<file path="config.mk">
export PLATFORM = sky130hd
export DESIGN_NAME = pc_stack
export DESIGN_NICKNAME = d
export VERILOG_FILES = /design/src/rtl/pc_stack.sv
export SDC_FILE = /design/constraint.sdc
export NUM_CORES = 1
export LEC_CHECK = 0
export BUFFER_PORTS_ARGS = -buffer_cell sky130_fd_sc_hd__buf_4
export CORE_AREA = 2 2 107 109
export DETAILED_ROUTE_END_ITERATION = 7
export DIE_AREA = 0 0 109 111
export GPL_TIMING_DRIVEN = 0
export PLACE_DENSITY = 0.78
export SYNTH_ARGS = -nofsm -noshare
export SYNTH_HDL_FRONTEND = slang
export SYNTH_SLANG_ARGS = --single-unit
export TNS_END_PERCENT = 100
</file>
<file path="constraint.sdc">
create_clock -name clock -period 3.8 [get_ports clock]
set_input_delay 0.76 -clock clock [delete_from_list [all_inputs] [get_ports clock]]
set_output_delay 0.76 -clock clock [all_outputs]
set_load 0.02 [all_outputs]
</file>
<file path="src/rtl/pc_stack.sv">
// Program counter with an integrated LIFO return-address stack.
// One operation per edge, priority ret > call > load > inc > hold, with sticky overflow/underflow flags.
module pc_stack #(
  parameter int               WIDTH        = 16,
  parameter int               DEPTH        = 8,
  parameter logic [WIDTH-1:0] RESET_VECTOR = '0
) (
  input  logic                     clock,
  input  logic                     reset,
  input  logic [WIDTH-1:0]         in,
  input  logic                     load,
  input  logic                     inc,
  input  logic                     call,
  input  logic                     ret,
  input  logic                     clr_err,
  output logic [WIDTH-1:0]         out,
  output logic [$clog2(DEPTH):0]   depth,
  output logic                     full,
  output logic                     empty,
  output logic                     overflow,
  output logic                     underflow
);
  localparam int AW = $clog2(DEPTH);
  localparam logic [AW:0] DEPTH_C = (AW+1)'(DEPTH);

  logic [WIDTH-1:0] mem_q [DEPTH];
  logic [WIDTH-1:0] pc_q, pc_d, top, ret_addr;
  logic [AW:0]      sp_q, sp_d;
  logic             ovf_q, ovf_d, udf_q, udf_d;
  logic             push, ovf_evt, udf_evt;
  logic [AW-1:0]    rd_idx;

  assign full      = (sp_q == DEPTH_C);
  assign empty     = (sp_q == '0);
  assign depth     = sp_q;
  assign out       = pc_q;
  assign overflow  = ovf_q;
  assign underflow = udf_q;

  // Top-of-stack read is only consumed when the stack is non-empty.
  assign rd_idx   = AW'(sp_q - 1'b1);
  assign top      = mem_q[rd_idx];
  assign ret_addr = pc_q + 1'b1;

  always_comb begin
    pc_d    = pc_q;
    sp_d    = sp_q;
    push    = 1'b0;
    ovf_evt = 1'b0;
    udf_evt = 1'b0;
    if (ret) begin
      if (!empty) begin
        pc_d = top;
        sp_d = sp_q - 1'b1;
      end else begin
        udf_evt = 1'b1;
      end
    end else if (call) begin
      pc_d = in;
      if (!full) begin
        push = 1'b1;
        sp_d = sp_q + 1'b1;
      end else begin
        ovf_evt = 1'b1;
      end
    end else if (load) begin
      pc_d = in;
    end else if (inc) begin
      pc_d = ret_addr;
    end
    // A new error on the clearing edge keeps its flag set.
    ovf_d = (ovf_q & ~clr_err) | ovf_evt;
    udf_d = (udf_q & ~clr_err) | udf_evt;
  end

  always_ff @(posedge clock or posedge reset) begin
    if (reset) begin
      pc_q  <= RESET_VECTOR;
      sp_q  <= '0;
      ovf_q <= 1'b0;
      udf_q <= 1'b0;
    end else begin
      pc_q  <= pc_d;
      sp_q  <= sp_d;
      ovf_q <= ovf_d;
      udf_q <= udf_d;
    end
  end

  // Storage is not reset; sp_q alone governs what is visible.
  always_ff @(posedge clock) begin
    if (push) mem_q[sp_q[AW-1:0]] <= ret_addr;
  end
endmodule
</file>
# After elaboration in Yosys (flattened, before gate mapping)
# Memories as Yosys holds them, arrays and structs flattened.
# Cells that the tools add are included.
[totals]
ramBits = 128
input_bits = 23
output_inout_bits = 24
register_bits = 22
mem_count = 1
[classes]
n_reduce_logical = 5
n_mux = 19
add_sub_neg = 3
bitwise = 5
eq_ne = 3
[memory_table]
columns = ["name", "depth", "width", "rd", "rd_clocked_by_memory_dff", "wr", "line", "text"]
rows = [
  ["mem_q", 8, 16, 1, 0, 1, "26", "logic [WIDTH-1:0] mem_q [DEPTH];"],
]
[op_table]
columns = ["operator", "count"]
rows = [
  ["$mux W16", 5],
  ["$add A16 B1 Y16 const B", 1],
  ["$mux W4", 4],
  ["$mux W1", 10],
  ["$add A4 B1 Y4 const B", 1],
  ["$eq A4 B4 Y1 const B", 1],
  ["$logic_not A4 Y1", 1],
  ["$ne A2 B2 Y1 const B", 2],
  ["$reduce_bool A4 Y1", 1],
  ["$sub A4 B1 Y4 const B", 1],
  ["$reduce_and A3 Y1", 1],
  ["$and A1 B1 Y1", 2],
  ["$or A1 B1 Y1", 2],
  ["$reduce_and A2 Y1", 1],
  ["$reduce_bool A2 Y1", 1],
  ["$not A1 Y1", 1],
]

# Longest topological paths before layout
[logic_depth]
word_depth = 6
mapped_depth = 12
ltp_nobuf = 7

# Worst setup path after synthesis
# OpenSTA, ideal clock, no wires.
[synth_timing]
path_kind = "register -> register"
from = "register sp_q[0], in the netlist depth[0]"
to = "memory mem_q[1][0], enable pin"
path_stages_with_launch = 10
period_less_slack_ns = 3.514
setup_time_ns = 0.409
arrival_time_ns = 3.105
slack_ns = 0.286
required_ns = 3.391
path_cell_list = "dfrtp_1 > buf_6 > buf_6 > buf_6 > inv_1 > ha_1 > and3b_1 > nor3b_1 > nand2_1 > nor3_1"
[synth_between]
elab_chain_len = 6
[synth_rtl]
columns = ["item", "line", "text"]
rows = [
  ["start: declaration", "28", "logic [AW:0] sp_q, sp_d;"],
  ["start signal: assignment", "84", "sp_q <= sp_d;"],
  ["$eq A4 B4 Y1", "33", "assign full = (sp_q == DEPTH_C);"],
  ["via full", "18", "output logic full,"],
  ["$mux W1", "60", "if (!full) begin"],
  ["$mux W1", "58", "end else if (call) begin"],
  ["$mux W1", "51", "if (ret) begin"],
  ["$mux W1", "92", "if (push) mem_q[sp_q[AW-1:0]] <= ret_addr;"],
  ["$mux W1 (not written as such)", "92", ""],
  ["end: declaration", "26", ""],
]
# The timed path passes the listed nets, and every way through them passes these cells.

# Final worst setup path
[layout_timing]
from = "register sp_q[0], in the netlist depth[0]"
to = "memory mem_q[0][1], enable pin"
[layout_between]
elab_chain_len = 6
[layout_rtl]
columns = ["item", "line"]
rows = [
  ["$eq A4 B4 Y1", "33"],
  ["$mux W1", "60"],
  ["$mux W1", "58"],
  ["$mux W1", "51"],
  ["$mux W1", "92"],
  ["$mux W1 (not written as such)", "92"],
]
# Parallel ways exist; a longest one is shown, timed or not.

==> run summary <==
status = finished, final reports clean
CP delay by family, top = simple AND/OR/NAND/NOR gates
die area = 12100 sq um
Num CTS Buffers = 17
effective utilization at floorplan = 58.1%
cts repair resizes = 0
synth unique cells = 50
type of the worst setup path = register to register
Setup Fix Bufs, Post-CTS = 0
Clk Latency, worst-skew pair = 0.42 ns
1st-pass router iterations = 6
power per cell area = 819 nW/um^2
setup_tns = 0 ns
# nets final = 492
Logic pwr share = 35.9%
worst path bufs/invs = 5
Critical Path RT = 3.93 ns
CP cell instances = buf_6, buf_6, buf_6, inv_1, ha_1, and3b_1, nor3b_1, nand2_1, nor3_2, buf_6
most common cell after layout, fill and taps aside = edfxtp_1
layout cells sized above 1 = 27.1%
Worst Hold Class = register to register
pin count of the biggest net entering global routing = 23
cell mode on critical path = buf_6
ys async rst share = 14.7%
Reg clk slew, reported paths = 0.06 ns
critical path launch point type = register
Max Clock Skew = 0.00748 ns
Core Rows = 39
Arr. time, crit path = 3.49 ns
port buffer count = 46
RSZ-0062 raised after global routing = no
Core Box Area = 11100 sq um
commonest cells after routing, fill and taps aside = edfxtp_1 (128), buf_4 (48), nor2_1 (27)
global-route wire length before repair = 22100 um
1st-iter DRT viols = 429
drt via density = 6.33
root cell of the clock tree = clkbuf_16
final worst slack = 0.438 ns
H-tree depth = 4
Switch Pwr = 2.17 mW
relative slew slack = 36.5%
Peak supply drop = 0.000432 V
f_max = 0.297 GHz
CTS tree = built
die width = 109 um
post-route insts no fill = 622
Worst Hold Margin = 0.503 ns
Lkg Pwr = 2.72 nW
average cell area after synthesis = 16.4 sq um
Net Sw Frac = 34.6%
Ports = 47
Slew Viols, Final = 0
Tot GR Track Use = 26.0%
Clock Power Share = 23.8%
area delta synth->final = 18.7%
Max Cap Viol = 0
Worst setup EP type = register
placed insts = 590
flops & latches, synth = 150
EDFF count, synth = 128
Yosys warning count = 0
via count = 3939
# fillers = 697
initial antenna violation count = 0
final setup fails = 0
Slew @ Worst Pin = 0.952 ns
sequential share of power = 40.3%
Post-Syn Area = 6430 sq um
TritonCTS Sinks = 150
die height = 111 um
hold bufs inserted after CTS = 0
post-synthesis sequential area ratio = 68.3%
# DRC = 0
buffers from clock root to sink, at most = 2
minimum clock period = 3.36 ns
critical path's largest stage delay = 0.67 ns
dpl ws = 0.428 ns
Final Hold Vio Count = 0
GRT overflow = 0
Main synth FF type = edfxtp_1
n_diodes = 0
Pint = 4.09 mW
final period utilization = 88.5%
CP max-delay cell = nor3_2
vias in the first global route = 3863
routed len/inst = 23.4 um
Post-Syn Nets = 418
ANT nets after route = 0
dpl hpwl = 9910 um
Post-Syn Instances = 392
gpl congestion = 0.858
total wire length = 14500 um
crit path max fanout = 10
[worst register-to-register path: stages, from the launching register on]
cell and delay [ns]:
dfrtp_1 0.40, buf_6 0.19, buf_6 0.20, buf_6 0.20
inv_1 0.09, ha_1 0.25, and3b_1 0.22, nor3b_1 0.34
nand2_1 0.22, nor3_2 0.67, buf_6 0.27
[metal layers]
metal,vias to the layer above,part of all wire (%),global-route usage (%)
met3,42,9.5,5.94
met2,226,48,37.7
li1,1720,-,-
met1,1951,39,37.5
met5,-,0,0
met4,0,2.9,12.7
[layout make-up]
cell class / count / area [sq um] / share of cell area [%]
multi-input combinational: 212 / 1900 / 24.9
inverter: 10 / 37.5 / 0.492
timing repair buffer: 55 / 469 / 6.15
clock inverter: 12 / 81.3 / 1.07
buffer: 20 / 121 / 1.59
sequential: 150 / 4390 / 57.6
tap: 143 / 179 / 2.34
clock buffer: 20 / 447 / 5.85
[worst paths after layout]
kind | from | endpoint | slack, ns | depth (start not counted)
hold reg to reg | overflow | overflow | 0.50 | 1
min in group asynchronous | reset | overflow | 0.56 | 2
setup / recovery | depth[0] | mem_q[0][1] | 0.44 | 10
max in group asynchronous | reset | out[15] | 2.66 | 2
setup reg to reg | depth[0] | mem_q[0][1] | 0.44 | 10
hold / removal | overflow | overflow | 0.50 | 1
[cells in the mapped netlist (all sizes together), types with 2 or more instances]
cell type | number | share of area [%]
a21oi | 9 | 0.70
a221oi | 6 | 0.82
a22o | 7 | 0.95
a22oi | 4 | 0.47
a31oi | 9 | 0.88
buf | 13 | 1.5
clkbuf | 7 | 0.41
dfrtp | 22 | 8.6
edfxtp | 128 | 60
ha | 3 | 0.58
inv | 10 | 0.58
mux2i | 2 | 0.31
mux4 | 32 | 12
nand2 | 23 | 1.3
nand2b | 2 | 0.19
nand3 | 9 | 0.70
nand4 | 3 | 0.39
nor2 | 33 | 1.9
nor3 | 11 | 0.93
nor3b | 3 | 0.43
nor4 | 2 | 0.29
o21ai | 14 | 1.1
o31a | 3 | 0.41
or3 | 5 | 0.49
xnor2 | 7 | 0.95
xor2 | 9 | 1.2
[power groups by stage]
| stage | registers, mW | clock network [mW] | logic [mW] |
|---|---|---|---|
| final | 2.52 | 1.49 | 2.24 |
| after global routing | 2.55 | 1.57 | 2.40 |
| after CTS | 2.52 | 1.50 | 2.24 |
| after detailed placement | 2.55 | 0 | 2.23 |
| after global placement | 2.54 | 0 | 2.12 |
| after floorplan | 2.61 | 0 | 1.39 |
[state kept, by name, indices dropped and copies added (netlist names)]
register	flops
underflow	1
depth	4
mem_q	128
out	16
overflow	1
[stage by stage]
| step | utilization [%] | power (mW) | instance area (sq um) |
|---|---|---|---|
| finish | 68.9 | 6.25 | 7630 |
| global route | 68.9 | 6.52 | 7630 |
| CTS | 68.9 | 6.27 | 7630 |
| detailed placement | 64.1 | 4.78 | 7100 |
| global placement | 62.8 | 4.65 | 6960 |
| floorplan | - | 4.00 | 6430 |
[cell families (layout without fill, tap and decap cells)]
logic type,after synthesis,after routing,synth area share [%]
AO/OA/AOI/OAI,62,62,6.63
XOR/XNOR,16,16,2.18
adder cells (fa/ha/maj),3,3,0.584
buffers and inverters,30,117,2.47
flip-flops,150,150,68.3
multiplexers,34,34,12.3
AND/OR/NAND/NOR,97,97,7.47
(Power assumes the default switching activity.)
